===== src/rtl/riscv_pkg.sv =====
// riscv_pkg: shared widths, RV32 major opcodes and the id_ex payload carried from operand fetch to execute
package riscv_pkg;
  localparam int XLEN = 32;
  localparam int NREG = 32;
  localparam logic [6:0] OP_LUI    = 7'b0110111;
  localparam logic [6:0] OP_AUIPC  = 7'b0010111;
  localparam logic [6:0] OP_JAL    = 7'b1101111;
  localparam logic [6:0] OP_JALR   = 7'b1100111;
  localparam logic [6:0] OP_LOAD   = 7'b0000011;
  localparam logic [6:0] OP_IMM    = 7'b0010011;
  localparam logic [6:0] OP_OP     = 7'b0110011;
  localparam logic [6:0] OP_STORE  = 7'b0100011;
  localparam logic [6:0] OP_BRANCH = 7'b1100011;
  typedef struct packed {
    logic [XLEN-1:0] pc;
    logic [31:0]     instr;
    logic [XLEN-1:0] rs1_val;
    logic [XLEN-1:0] rs2_val;
    logic [4:0]      rd;
    logic            rd_we;
  } id_ex_t;
endpackage


===== src/rtl/reg_scoreboard.sv =====
// reg_scoreboard: pending-write vector (set on issue, cleared by writeback or kill, set wins) with rs1/rs2/rd hazard query
module reg_scoreboard import riscv_pkg::*; #(
  parameter int NREG = riscv_pkg::NREG
) (
  input  logic       clk,
  input  logic       rst,
  input  logic [4:0] rs1_i,
  input  logic [4:0] rs2_i,
  input  logic [4:0] rd_i,
  input  logic       use1_i,
  input  logic       use2_i,
  input  logic       rd_we_i,
  input  logic       set_i,
  input  logic       wb_we_i,
  input  logic [4:0] wb_addr_i,
  input  logic       kill_i,
  input  logic [4:0] kill_addr_i,
  output logic       hazard_o
);
  logic [NREG-1:0] pend_q, pend_d;
  function automatic logic busy(input logic [4:0] a);
    return pend_q[a] && !(wb_we_i && wb_addr_i == a);
  endfunction
  for (genvar r = 0; r < NREG; r++) begin : g_p
    assign pend_d[r] = (r == 0) ? 1'b0 :
                       (set_i && rd_i == 5'(r)) ? 1'b1 :
                       ((wb_we_i && wb_addr_i == 5'(r)) || (kill_i && kill_addr_i == 5'(r))) ? 1'b0 :
                       pend_q[r];
  end
  assign hazard_o = (use1_i && busy(rs1_i)) || (use2_i && busy(rs2_i)) || (rd_we_i && busy(rd_i));
  always_ff @(posedge clk)
    pend_q <= rst ? '0 : pend_d;
endmodule


===== src/rtl/operand_fetch.sv =====
// operand_fetch: decode rs1/rs2/rd, read+bypass operands, stall on scoreboard hazards, register id_ex payload with valid/ready
module operand_fetch import riscv_pkg::*; #(
  parameter int XLEN = riscv_pkg::XLEN,
  parameter int NREG = riscv_pkg::NREG
) (
  input  logic            clk,
  input  logic            rst,
  input  logic            i_valid,
  input  logic [XLEN-1:0] i_pc,
  input  logic [31:0]     i_instr,
  output logic            o_ready,
  output logic [4:0]      o_raddr1,
  output logic [4:0]      o_raddr2,
  input  logic [XLEN-1:0] i_rdata1,
  input  logic [XLEN-1:0] i_rdata2,
  input  logic            i_wb_we,
  input  logic [4:0]      i_wb_waddr,
  input  logic [XLEN-1:0] i_wb_wdata,
  input  logic            i_flush,
  input  logic            i_ready,
  output logic            o_valid,
  output logic [XLEN-1:0] o_pc,
  output logic [31:0]     o_instr,
  output logic [XLEN-1:0] o_rs1_val,
  output logic [XLEN-1:0] o_rs2_val,
  output logic [4:0]      o_rd,
  output logic            o_rd_we
);
  logic [6:0] opc;
  logic [4:0] rs1, rs2, rd;
  logic use1, use2, rd_we, wb_hit, hazard, fire, valid_q;
  logic [XLEN-1:0] op1, op2;
  id_ex_t out_q, out_d;
  assign opc = i_instr[6:0];
  assign rs1 = i_instr[19:15];
  assign rs2 = i_instr[24:20];
  assign rd = i_instr[11:7];
  assign o_raddr1 = rs1;
  assign o_raddr2 = rs2;
  assign use1 = !(opc inside {OP_LUI, OP_AUIPC, OP_JAL});
  assign use2 = opc inside {OP_OP, OP_STORE, OP_BRANCH};
  assign rd_we = (rd != 5'd0) && (opc inside {OP_LUI, OP_AUIPC, OP_JAL, OP_JALR, OP_LOAD, OP_IMM, OP_OP});
  assign wb_hit = i_wb_we && i_wb_waddr != 5'd0;
  assign op1 = (rs1 == 5'd0) ? '0 : (wb_hit && i_wb_waddr == rs1) ? i_wb_wdata : i_rdata1;
  assign op2 = (rs2 == 5'd0) ? '0 : (wb_hit && i_wb_waddr == rs2) ? i_wb_wdata : i_rdata2;
  assign o_ready = !i_flush && !hazard && (!valid_q || i_ready);
  assign fire = i_valid && o_ready;
  assign out_d = '{pc: i_pc, instr: i_instr, rs1_val: op1, rs2_val: op2, rd: rd, rd_we: rd_we};
  reg_scoreboard #(.NREG(NREG)) u_sb (
    .clk         (clk),
    .rst         (rst),
    .rs1_i       (rs1),
    .rs2_i       (rs2),
    .rd_i        (rd),
    .use1_i      (use1),
    .use2_i      (use2),
    .rd_we_i     (rd_we),
    .set_i       (fire && rd_we),
    .wb_we_i     (wb_hit),
    .wb_addr_i   (i_wb_waddr),
    .kill_i      (i_flush && valid_q && out_q.rd_we && !i_ready),
    .kill_addr_i (out_q.rd),
    .hazard_o    (hazard)
  );
  always_ff @(posedge clk) begin
    if (rst) begin
      valid_q <= 1'b0;
      out_q <= '0;
    end else begin
      valid_q <= fire || (valid_q && !i_ready && !i_flush);
      if (fire) out_q <= out_d;
    end
  end
  assign o_valid = valid_q;
  assign o_pc = out_q.pc;
  assign o_instr = out_q.instr;
  assign o_rs1_val = out_q.rs1_val;
  assign o_rs2_val = out_q.rs2_val;
  assign o_rd = out_q.rd;
  assign o_rd_we = out_q.rd_we;
endmodule

===== config.mk =====
export PLATFORM = sky130hd
export DESIGN_NAME = operand_fetch
export DESIGN_NICKNAME = d
export VERILOG_FILES = /design/src/rtl/riscv_pkg.sv /design/src/rtl/reg_scoreboard.sv /design/src/rtl/operand_fetch.sv
export SDC_FILE = /design/constraint.sdc
export NUM_CORES = 1
export LEC_CHECK = 0
export CELL_PAD_IN_SITES_DETAIL_PLACEMENT = 0
export CELL_PAD_IN_SITES_GLOBAL_PLACEMENT = 2
export CORE_MARGIN = 2
export CORE_UTILIZATION = 25
export DETAILED_ROUTE_END_ITERATION = 6
export PLACE_DENSITY = 0.78
export SLEW_MARGIN = 30
export SYNTH_ARGS = -nofsm -noshare
export SYNTH_HDL_FRONTEND = slang
export SYNTH_SLANG_ARGS = --single-unit

===== constraint.sdc =====
create_clock -name clk -period 3.3 [get_ports clk]
set_input_delay 0.495 -clock clk [delete_from_list [all_inputs] [get_ports clk]]
set_output_delay 0.495 -clock clk [all_outputs]
set_load 0.005 [all_outputs]

After elaboration in Yosys (flattened, before gate mapping)
Index checks and enable logic that the tools add are counted.
- logic and storage cells: 412
- register bits after elaboration: 166
- output and inout bits: 146
- input bits: 171
- reduce and logical (&&, ||, !) cells: 194
- $lt $le $gt $ge: 3
- mux-type cells: 72
- equal/unequal tests: 105
- operator list (cell ; number):
    equality test 5 bit (second input constant) ; 48
    2-to-1 mux 32 bit ; 4
    equality test 5 x 4 -> 1 bit (second input constant) ; 24
    logical AND 1 bit ; 113
    2-to-1 mux 1 bit ; 65
    nonzero test 2 bit ; 31
    equality test 5 x 3 -> 1 bit (second input constant) ; 12
    logical OR 1 bit ; 35
    equality test 5 x 2 -> 1 bit (second input constant) ; 6
    equality test 7 x 6 -> 1 bit (second input constant) ; 3
    equality test 7 bit (second input constant) ; 3
    < comparator 5 x 6 -> 1 bit (second input constant) ; 3
    binary-select mux 1 bit (select 5 bit) ; 3
    equality test 5 x 1 -> 1 bit (second input constant) ; 3
    equality test 5 bit ; 3
    equality test 7 x 5 -> 1 bit (second input constant) ; 2
    logical NOT 5 bit ; 2
    nonzero test 5 bit ; 2
    logical NOT 1 bit ; 8
    equality test 7 x 2 -> 1 bit (second input constant) ; 1
    nonzero test 7 bit ; 1
    nonzero test 3 bit ; 2

Depth between registers and ports, before layout
- word-level depth: 15
- mapped depth: 10
- gate-level depth less buffers: 6

By module
Synthesis repeated with hierarchy kept, for this count alone.
- cell total of the unflattened synthesis: 849
- area total of the unflattened synthesis: 7816.2 um^2
- modules (own cells, without submodules) (module ; area an instance (um^2) ; cells an instance ; times used ; seq. area each (um^2)):
    operand_fetch ; 5266.3 ; 553 ; 1 ; 2602.5
    reg_scoreboard ; 2549.9 ; 296 ; 1 ; 620.6

Worst setup path after synthesis
No wires, ideal clock.
- path type: in2reg
- from: input i_instr[20]
- to: register out_q, in the netlist o_rd_we
- data arrival time: 2.518 ns
- required time: 3.177 ns
- path buffers: 2
- path slack: 0.658 ns
- cell stages on the path: 8
- library setup time: 0.123 ns
- path through: buf_2 mux4_2 nor4b_1 a2111oi_4 nand4b_1 and3_1 buf_6 mux2_1
- word-level cells in the longest chain between the ends: 11
- elaborated cells on any way between the ends: 13
- classes of those cells: 1 x eq/ne; 2 x mux; 10 x reduce/logical
- ends and longest elaborated chain (element ; line ; source):
    start, declared ; operand_fetch.sv:10 ; input logic [31:0] i_instr,
    parallel branches: the longest is 3 deep, another holds binary-select mux 1 bit (select 5 bit) ; n/a ;
    logical AND 1 bit (*) ; reg_scoreboard.sv:22 ; return pend_q[a] && !(wb_we_i && wb_addr_i == a);
    logical AND 1 bit (*) ; reg_scoreboard.sv:30 ; assign hazard_o = (use1_i && busy(rs1_i)) || (use2_i && busy(rs2_i)) || (rd_we_i && busy(rd_i));
    logical OR 1 bit (*) (2 in a row) ; reg_scoreboard.sv:30 ;
    logical NOT 1 bit (*) ; operand_fetch.sv:46 ; assign o_ready = !i_flush && !hazard && (!valid_q || i_ready);
    logical AND 1 bit (*) (2 in a row) ; operand_fetch.sv:46 ;
    logical AND 1 bit (*) ; operand_fetch.sv:47 ; assign fire = i_valid && o_ready;
    end signal, assigned ; operand_fetch.sv:71 ; if (fire) out_q <= out_d;
    end, declared ; operand_fetch.sv:33 ; id_ex_t out_q, out_d;
Every way passes the cells marked *. The select of a mux whose other input is x is not followed.
A chain may end at the register's enable or synchronous reset.

Final worst setup path
- from: input i_instr[15]
- to: output o_ready
- word-level cells in the longest chain between the ends: 10
- elaborated cells on any way between the ends: 12
- classes of those cells: 1 x eq/ne; 2 x mux; 9 x reduce/logical
- ends and longest elaborated chain (element ; line ; source):
    parallel branches: the longest is 3 deep, another holds binary-select mux 1 bit (select 5 bit) ; n/a ;
    logical AND 1 bit (*) ; reg_scoreboard.sv:22 ;
    logical AND 1 bit (*) ; reg_scoreboard.sv:30 ;
    logical OR 1 bit (*) (2 in a row) ; reg_scoreboard.sv:30 ;
    logical NOT 1 bit (*) ; operand_fetch.sv:46 ;
    logical AND 1 bit (*) (2 in a row) ; operand_fetch.sv:46 ;
    end, declared ; operand_fetch.sv:11 ; output logic o_ready,
Marks and branches as above.

==> results_tabular.tex <==
\begin{tabular}{lr}
\hline
Metric & Value \\
\hline
\multicolumn{2}{l}{\textbf{GRT}} \\
Initial antenna violation count & 1 \\
Residual overflow from global routing & 0 \\
Wire length of the first global-routing pass & 52.5 mm \\
Tot GR Track Use & 0.181 \\
Largest net degree at the start of global routing & 104 \\
Number of global-route vias before repair & 8681 \\
\multicolumn{2}{l}{\textbf{Worst setup path}} \\
Endpoint type of the worst setup path & primary output \\
Worst path depth & 7 \\
CP startpoint kind & primary input \\
Cell-by-cell trace of the critical path & clkdlybuf4s50\_1 > or3\_1 > o221ai\_1 > and4b\_1 > a211o\_1 > and4\_1 > dlygate4sd2\_1 \\
Highest cell delay on the worst timing path & 0.55 ns \\
Worst setup path category & primary input to primary output \\
Family with the most delay on the worst path & simple AND/OR/NAND/NOR gates \\
Cell with the biggest individual delay on the critical path & clkdlybuf4s50\_1 \\
Crit Path Max Fanout & 6 \\
Worst Path Buf+Inv & 2 \\
Required time of the critical path & 2.80 ns \\
Data arrival time of the critical path & 2.70 ns \\
Length in cells of the worst reg-to-reg path & 9 \\
\multicolumn{2}{l}{\textbf{Finish}} \\
Layout Area Growth over Synthesis & 50.6\% \\
Multi-input combinational cell area & 5290 sq um \\
Register Area & 3220 sq um \\
Most common cell after layout, fill and taps aside & clkdlybuf4s50\_1 \\
Top library cells by usage in the layout, fill and taps aside & 315 x clkdlybuf4s50\_1, 294 x nand2\_1, 161 x dfxtp\_1 \\
Final cell area excluding filler cells & 13700 sq um \\
Proportion of layout cells with a drive suffix above 1 & 0.178 \\
Final Net Count & 1489 \\
Fill cell total of the finished layout & 3623 \\
\multicolumn{2}{l}{\textbf{Yosys}} \\
Synthesized cell area & 9080 sq um \\
Biggest area consumer among synthesized cells & dfxtp\_1 \\
Synth Area in Compound Gates & 0.0797 \\
Xor and xnor area share after synthesis & 0.0145 \\
Simple-gate portion of the synthesized area & 0.201 \\
Combinational family with the most area after synthesis & multiplexers \\
Gate Count Post-Synth & 1000 \\
Share of synthesized cell area in full adder, half adder and majority cells & 0 \\
Part of the Yosys area used for sequential elements & 0.355 \\
Area fraction of the dominant cell type after synthesis & 0.355 \\
Synthesis Warnings & 0 \\
Syn Nets & 1171 \\
Number of register bits inferred by synthesis & 161 \\
Commonest register cell after synthesis & dfxtp\_1 \\
Leading post-synthesis cells by cell area & dfxtp\_1 36\%, mux2i\_1 15\%, nand2\_1 12\%, mux2\_2 8.7\%, mux4\_2 4.2\% \\
Share of synthesized flip-flops with an asynchronous set or reset & 0 \\
Number of enable flip-flop cells after synthesis & 0 \\
Synthesized area divided by synthesized cell count & 9.08 sq um \\
Count of different cell masters after synthesis & 57 \\
Multiplexer fraction of the synthesized cell area & 0.284 \\
\multicolumn{2}{l}{\textbf{Drt}} \\
Number of DRC markers after the initial detailed-route iteration & 680 \\
Final ANT Viol Nets & 0 \\
Number of detailed-routing iterations run before antenna repair & 5 \\
Average detailed-routed wire length per instance & 19.3 um \\
Via count & 8546 \\
Detailed-route DRC error count & 0 \\
DR vias/cell & 4.77 \\
Drt total wl & 34.6 mm \\
\multicolumn{2}{l}{\textbf{Pwr}} \\
Sum of internal, switching and leakage power & 5.24 mW \\
Power density over the cells & 383 nW/um\^{}2 \\
Leak & 5.19 nW \\
IR Drop Worst-Case VDD & 327 uV \\
\multicolumn{2}{l}{\textbf{Clock tree}} \\
Clk buf depth & 2 \\
Hold buffer count at cts & 0 \\
Clock tree root buffer cell & clkbuf\_16 \\
Total number of H-tree levels & 4 \\
Clock input transition at the sequential cells of the worst setup and hold paths & 0.06 ns \\
Number of clock sinks seen by CTS & 161 \\
Worst-Skew Late Latency & 0.44 ns \\
Total clock buffers created by CTS & 17 \\
CTS tree & done \\
\multicolumn{2}{l}{\textbf{Die}} \\
Die Y & 195 um \\
Initial Util & 0.255 \\
Number of standard-cell rows in the floorplan & 69 \\
Core footprint & 35700 sq um \\
Floorplan die area & 37800 sq um \\
Die width & 195 um \\
I/O pin count & 317 \\
\multicolumn{2}{l}{\textbf{Placement}} \\
RD Place Congestion & 0.904 \\
Final HPWL DP & 25.6 mm \\
DP Area & 13000 sq um \\
Port bufs & 316 \\
\multicolumn{2}{l}{\textbf{STA}} \\
Relative slew margins & 0.611 \\
Clock period minus worst slack & 3.19 ns \\
Final slew viol count & 0 \\
Transition time at the pin with the least slew margin & 0.582 ns \\
Post-route clock period utilization & 0.967 \\
Max Clk Rate & 313 MHz \\
Final sum of negative setup slack & 0 ns \\
Number of failing setup endpoints in the final timing report & 0 \\
Clock skew after layout & 0.0152 ns \\
Total count of hold-check failures in the final report & 0 \\
Unrepaired setup endpoints after global routing & false \\
\multicolumn{2}{l}{\textbf{Flow run}} \\
Max cap viols & 0 \\
\multicolumn{2}{l}{\textbf{Worst hold path}} \\
Cells on Worst Hold Path & 2 \\
Worst hold path class & flop to flop \\
\multicolumn{2}{l}{\textbf{Outcome}} \\
Run status & finished, final reports clean \\
\hline
\end{tabular}
-- cells by family after synthesis --
| logic type | Yosys count |
|---|---|
| xor+xnor | 15 |
| simple gates | 412 |
| compound gates | 84 |
| mux | 227 |
| flops | 161 |
| buf+inv | 101 |
-- timing repair --
action / in CTS / in global routing
resized for setup: 1 / 0
setup endpoints to repair: 1 / 0
setup buffers: 0 / 0
-- cells in the mapped netlist (all sizes together) (2+ instances only) --
library cell,n
nand3,18
dfxtp,161
o221ai,2
mux2,72
nand4,5
a21oi,2
xor2,4
nor3,6
inv,5
a221oi,4
dlygate4sd1,11
mux2i,138
xnor2,11
nor2,14
nor3b,2
and4b,2
nor2b,12
nand3b,3
mux4,17
and3,3
or3,4
nand2,294
o2111ai,32
a221o,2
or3b,2
clkbuf,28
or2,31
nand4b,3
buf,57
nand2b,6
o41ai,7
o31ai,26
-- where the power goes --
group          total (mW)  leakage (nW)  internal, mW  switching [mW]
Sequential           2.07          1.31          2.02          0.0457
Combinational       0.995          3.58         0.568           0.426
Clock                2.17         0.293          1.29           0.882
Total                5.24          5.19          3.88            1.35
-- stage by stage --
stage	instances	setup slack, ns	util	hold WS [ns]
6_report	1793	0.110	0.383	0.455
4_1_cts	1792	0.0862	0.383	0.460
3_3_place_gp	1760	-0.105	0.366	0.441
5_1_grt	1793	0.00458	0.383	0.468
3_5_place_dp	1760	-0.121	0.366	0.447
2_1_floorplan	1000	0.658	-	0.451
-- worst min-delay path: stages, from the launching register on --
cell     delay (ns)
dfxtp_1        0.31
nand2_1        0.05
mux2i_1        0.05
-- path summary, 6_finish.rpt --
| check | slack, ns | from | endpoint |
|---|---|---|---|
| hold reg to reg | 0.45 | o_instr[30] | o_instr[30] |
| setup reg to reg | 0.72 | u_sb.pend_q[19] | o_rs1_val[10] |
| hold / removal | 0.45 | o_instr[30] | o_instr[30] |
| setup / recovery | 0.11 | i_instr[15] | o_ready |
-- layer usage --
metal / part of all wire / track usage
met5: 0 / 0
met4: 0.017 / 0.0519
met3: 0.093 / 0.0573
met2: 0.45 / 0.287
met1: 0.44 / 0.237
-- flip-flops by register name, summed over array words and instances (netlist names) --
| name | flops |
|---|---|
| u_sb.pend_q | 31 |
| o_rs2_val | 32 |
| o_instr | 32 |
| o_rs1_val | 32 |
| o_valid | 1 |
| o_rd_we | 1 |
| o_pc | 32 |
-- final cells by class --
type | count | share of cell area
Timing Repair Buffer | 395 | 0.287
Clock inverter | 12 | 0.0133
Multi-Input combinational cell | 738 | 0.387
Sequential cell | 161 | 0.236
Inverter | 5 | 0.00174
Clock buffer | 20 | 0.0327
Antenna cell | 1 | 0.000183
Tap cell | 461 | 0.0422
No activity file was read; power rests on OpenSTA's default activity.
==> edit 1 (same flow settings) <==
Reset style: asynchronous (`rst`), changed in one clocked block.
--- a/src/rtl/operand_fetch.sv
+++ b/src/rtl/operand_fetch.sv
@@ -62,7 +62,7 @@
     .kill_addr_i (out_q.rd),
     .hazard_o    (hazard)
   );
-  always_ff @(posedge clk) begin
+  always_ff @(posedge clk or posedge rst) begin
     if (rst) begin
       valid_q <= 1'b0;
       out_q <= '0;
Check against the original RTL: differs if rst is asserted again (counterexample within 4 cycles, from zero or initial values and one cycle with rst high); with rst held inactive, the same outputs for 4 cycles.
==> edit 1 against the original RTL <==
Worst hold slack got worse by 0.098 ns. Routed wire length decreased by 9.0%. Sequential cell count unchanged. Register-to-register slack got worse by 0.40 ns. Setup slack improved by 0.0048 ns. Cell area increased by 2.6%. Largest cell class unchanged. Die area increased by 1.7%. Critical endpoint unchanged. Area after synthesis increased by 1.7%.
Power is not compared: it rests on default switching activity, and its combinational part moved more than twofold at a synthesized area within 25%.
==> edit 1: results (changes against the original RTL) <==
run_status:
  status: "completed"  # unchanged
yosys:
  ys_types: 55  # was 57
  async_flop_share_pct: 80.7  # was 0%
  synth_fp_nets: 949  # was 1,171
  syn_inst: 778  # was 1,000
  seq_area_frac_synth_pct: 42.0  # was 35.5%
  synthTopCellsByCount: "130 x dfrtp_1, 80 x mux2_4, 75 x mux2i_1, 75 x nor2_1, 46 x mux2_2"  # was 294 x nand2_1, 161 x dfxtp_1, 138 x mux2i_1
  ys_top_cells_by_area: "dfrtp_1 35%, mux2_4 13%, mux2i_1 8.1%"  # was dfxtp_1 36%, mux2i_1 15%, nand2_1 12%
critical_path:
  r2r_start: "u_sb.pend_q[7]$_SDFFE_PP0P_"  # was u_sb.pend_q[19]$_SDFFE_PP0P_
  rr_endpoint: "o_pc[27]$_DFFE_PP0P_"  # was o_rs1_val[10]$_SDFFE_PP0P_
  cp_max_fo: 4  # was 6
  cpPeakStageDelay_ns: 0.50  # was 0.55 ns
  worst_path_max_delay_cell: "mux4_2"  # was clkdlybuf4s50_1
  ff2ff_setup_slack_ns: 0.32  # was 0.72 ns
  rr_worst_depth: 10  # was 9
  cp.arrival_ns: 2.69  # was 2.70 ns
  cp_top_family: "multiplexers"  # was simple AND/OR/NAND/NOR gates
global_route:
  grt_util_met2_pct: 26.1  # was 28.7%
  gr-usage-met3_pct: 3.76  # was 5.73%
  use_met1_pct: 21.6  # was 23.7%
  grtUsageTotal_pct: 16.2  # was 18.1%
  grt_max_degree: 72  # was 104
  antenna_found_initial: 3  # was 1
  grt_pass1_vias: 7785  # was 8,681
  grt_pass1_wl_mm: 47.4  # was 52.5 mm
clock_network:
  cts_buffer_depth: 2  # unchanged
  clkLatencyLatePin_ns: 0.45
  cts_root_buf: "clkbuf_16"  # unchanged
drt:
  drt-met1-wl_mm: 14.0  # was 15.3 mm
  num_vias: 7624  # was 8,546
  avgViaCountPerCell: 4.69  # was 4.77
  wl_per_cell_microns: 19.3  # about the same
  drt_first_pass_iters: 4  # was 5
  wl_met3_mm: 1.92  # was 3.23 mm
  highest_layer: "met4"  # unchanged
  met2_length_mm: 15.0  # was 15.5 mm
  dr.first_iter.drc_count: 383  # was 680
worst_hold_path:
  min_from: "i_instr[1]"  # was o_instr[30]$_SDFFE_PP0P_
  hold_class: "input pin to register"  # was register to register
  min_to: "o_instr[1]$_DFFE_PP0P_"  # was o_instr[30]$_SDFFE_PP0P_
cells_and_area:
  drive_above_1_share_pct: 27.0  # was 17.8%
  nets: 1313  # was 1,489
placement:
  hpwl_mm: 23.9  # was 25.6 mm
  place_area_sq_um: 13400  # was 13,000 sq um
  placed_cells: 1590  # was 1,760
  place.gp.congestion: 0.856  # was 0.904
sta:
  finClkSkew_ns: 0.0150  # was 0.0152 ns
  relSlewSlack_pct: 49.6  # was 61.1%
edit 1: how the worst max path moves through the flow:
stage | start | endpoint | slack, ns
floorplan | rst | o_instr[0]$_DFFE_PP0P_ | 0.33
global placement | i_instr[0] | o_ready | -0.45
detailed placement | i_instr[0] | o_ready | -0.45
CTS | i_instr[0] | o_ready | 0.04
global route | i_instr[20] | o_ready | 0.05
finish | i_instr[20] | o_ready | 0.11
edit 1: worst reg2reg max path: cells and delay by family, from the launching register on:
| family | cells | cell delay, ns |
|---|---|---|
| muxes | 4 | 1.22 |
| DFF | 1 | 0.43 |
| buffers and inverters | 4 | 0.63 |
| AOI/OAI and AO/OA | 1 | 0.45 |
| and+or+nand+nor | 1 | 0.13 |
edit 1: cell families after synthesis:
family,after synthesis,synth area share (%)
muxes,228,32.4
AOI/OAI and AO/OA,85,6.56
xor gates and xnor gates,15,1.42
DFF,161,42.0
and+or+nand+nor,209,11.7
buffers and inverters,80,5.93
edit 1: cell type report:
cell class | count | area, sq um
multi-input cells | 537 | 4850
flip-flops and latches | 161 | 3870
clock buffers | 24 | 493
well taps | 468 | 586
clock inverters | 8 | 50.0
inverters | 6 | 27.5
fillers | 3568 | 22500
repair buffers | 419 | 4130
diodes | 3 | 7.51
edit 1: stage by stage:
stage | setup slack [ns] | hold slack [ns]
after floorplan | 0.326 | 0.475
after global routing | 0.0544 | 0.347
final | 0.115 | 0.357
after detailed placement | -0.446 | 0.480
after CTS | 0.0431 | 0.451
after global placement | -0.453 | 0.475
edit 1: what timing repair did:
action	CTS	global route
buffers inserted	0	1
pin swaps	1	3
endpoints found under the setup margin	1	1
resized for setup	7	6
edit 1: where the power goes:
part           total [mW]  leakage (nW)  internal (mW)  switching, mW
logic                2.18          3.68           1.47          0.714
clock network        1.90         0.274           1.05          0.854
registers            2.59          1.79           2.36          0.236
==> edit 2 (same settings) <==
Made on the original files. Change the package constant `NREG` from 32 to 48.
--- a/src/rtl/riscv_pkg.sv
+++ b/src/rtl/riscv_pkg.sv
@@ -1,7 +1,7 @@
 // riscv_pkg: shared widths, RV32 major opcodes and the id_ex payload carried from operand fetch to execute
 package riscv_pkg;
   localparam int XLEN = 32;
-  localparam int NREG = 32;
+  localparam int NREG = 48;
   localparam logic [6:0] OP_LUI    = 7'b0110111;
   localparam logic [6:0] OP_AUIPC  = 7'b0010111;
   localparam logic [6:0] OP_JAL    = 7'b1101111;
Behaviour: no difference found for any inputs over 4 cycles, from zero or initial values and one cycle with rst high; that may be too few to reach the edited logic, so the function may still have changed.
==> edit 2 against the original RTL <==
Power shrank 3.1%. Via count grew 2.6%. Sequential cell count is the same. Setup slack worse by 0.0032 ns. Maximum frequency hardly changed. Routed wire length increased by 3.5%. Critical path depth up 2. Non-clock buffer count increased by 29. Utilization up 0.67 points. Area after synthesis fell by 1.8%. Cell area rose by 0.75%. Clock skew is 0.0042 ns lower.
==> edit 2: results (changes against the original RTL) <==
cells_and_area:
  diodes: 0  # was 1
  nets: 1500  # was 1,489
  drive_above_1_share_pct: 19.3  # was 17.8%
critical_path:
  startpoint: "i_instr[15]"  # unchanged
  r2r_start: "u_sb.pend_q[10]$_SDFFE_PP0P_"  # was u_sb.pend_q[19]$_SDFFE_PP0P_
  cp_max_fo: 4  # was 6
clock_network:
  clkLatencyLatePin_ns: 0.45
run_status:
  status: "completed"  # unchanged
sta:
  finClkSkew_ns: 0.0111  # was 0.0152 ns
  relSlewSlack_pct: 56.2  # was 61.1%
yosys:
  ys_types: 53  # was 57
  seq_area_frac_synth_pct: 36.2  # was 35.5%
  synthTopCellsByCount: "284 x nand2_1, 161 x dfxtp_1, 137 x mux2i_1"  # was 294 x nand2_1, 161 x dfxtp_1, 138 x mux2i_1
  ys_top_cells_by_area: "dfxtp_1 36%, mux2i_1 15%, nand2_1 12%"  # unchanged
  synth_fp_nets: 1159  # was 1,171
drt:
  wl_met3_mm: 3.70  # was 3.23 mm
  drt_first_pass_iters: 6  # was 5
  drt-met1-wl_mm: 15.1  # was 15.3 mm
  finalWirelength_mm: 35.8  # was 34.6 mm
  num_vias: 8768  # was 8,546
  met2_length_mm: 16.0  # was 15.5 mm
  dr.first_iter.drc_count: 495  # was 680
worst_hold_path:
  hold_class: "register to register"  # unchanged
  min_from: "o_instr[14]$_SDFFE_PP0P_"  # was o_instr[30]$_SDFFE_PP0P_
  hold_depth: 2  # unchanged
pwr:
  ir_drop_mv: 0.362  # was 0.327 mV
  power.leakage_nw: 5.35  # was 5.19 nW
placement:
  hpwl_mm: 26.7  # was 25.6 mm
  place.gp.congestion: 0.942  # was 0.904
  dp_slack_ns: -0.581  # was -0.121 ns
global_route:
  antenna_found_initial: 0  # was 1
  grtUsageTotal_pct: 19.2  # was 18.1%
  grt_pass1_vias: 8688  # was 8,681
  grt_pass1_wl_mm: 53.4  # was 52.5 mm
  grt_max_degree: 145  # was 104
run:
  cap_violations: 0  # unchanged
==> edit 2: changes by cell type after synthesis, moves of 7 or more <==
cell	unedited run	this run
or2_2	30	13
buf_2	25	18
nand4_1	5	19
o31ai_1	26	0
nand2_1	294	284
dlygate4sd1_1	11	0
o2111ai_1	32	23
o41ai_1	6	31
clkbuf_1	28	57
==> edit 2: repair_timing <==
item | CTS | global route
hold buffers | 0 | 0
endpoints found under the setup margin | 1 | 1
gates resized for setup | 20 | 1
buffers inserted | 1 | 1
cloned | 1 | 0
pin swaps | 5 | 4
==> edit 2: stage by stage <==
step                      cells  hold slack, ns  cell area [sq um]  total power, mW  util (%)
after floorplan             988           0.451               8910             2.52         -
after global placement     1768           0.442              13100             3.12      37.1
after detailed placement   1768           0.446              13100             3.12      37.1
after CTS                  1802           0.460              13800             5.14      39.0
after global routing       1803           0.470              13800             5.30      39.0
final                      1803           0.456              13800             5.07      39.0
==> edit 2: area by class of cell <==
| type | count | area, sq um |
|---|---|---|
| multi-input cells | 720 | 5240 |
| clock buffers | 21 | 470 |
| flip-flops and latches | 161 | 3220 |
| clock inverters | 11 | 106 |
| fillers | 3588 | 21500 |
| repair buffers | 424 | 4130 |
| well taps | 461 | 577 |
| inverters | 5 | 23.8 |
==> edit 2: where the power goes <==
part           total, mW  leakage (nW)  internal, mW  switching [mW]
clock network       1.99         0.264          1.10           0.890
registers           2.07          1.31          2.02          0.0490
logic               1.01          3.78         0.577           0.433
==> edit 2: path summary, 6_finish.rpt <==
check / end / slack (ns)
worst min register to register: o_instr[14]$_SDFFE_PP0P_ / 0.46
worst max-delay path: o_ready / 0.11
worst min-delay path: o_instr[14]$_SDFFE_PP0P_ / 0.46
worst max register to register: u_sb.pend_q[26]$_SDFFE_PP0P_ / 0.34
==> edit 2: cells by family after synthesis <==
logic type / Yosys count / synth area share, %
buffers and inverters: 107 / 5.90
flip-flops: 161 / 36.2
XOR/XNOR: 15 / 1.47
AND/OR/NAND/NOR: 404 / 20.2
multiplexers: 224 / 28.4
AO/OA/AOI/OAI: 77 / 7.82
==> edit 2: worst max-delay path, stage by stage <==
cell           delay [ns]
dlygate4sd2_1        0.35
mux4_2               0.54
a32o_1               0.27
a311oi_1             0.26
nor4_1               0.10
buf_4                0.16
nor4_2               0.25
buf_4                0.16
buf_2                0.11
==> edit 2: routing by layer <==
layer	global-route usage (%)	vias to the layer above
li1	-	4170
met1	24.1	4118
met5	0	-
met3	7.24	57
met4	6.96	0
met2	30.1	423
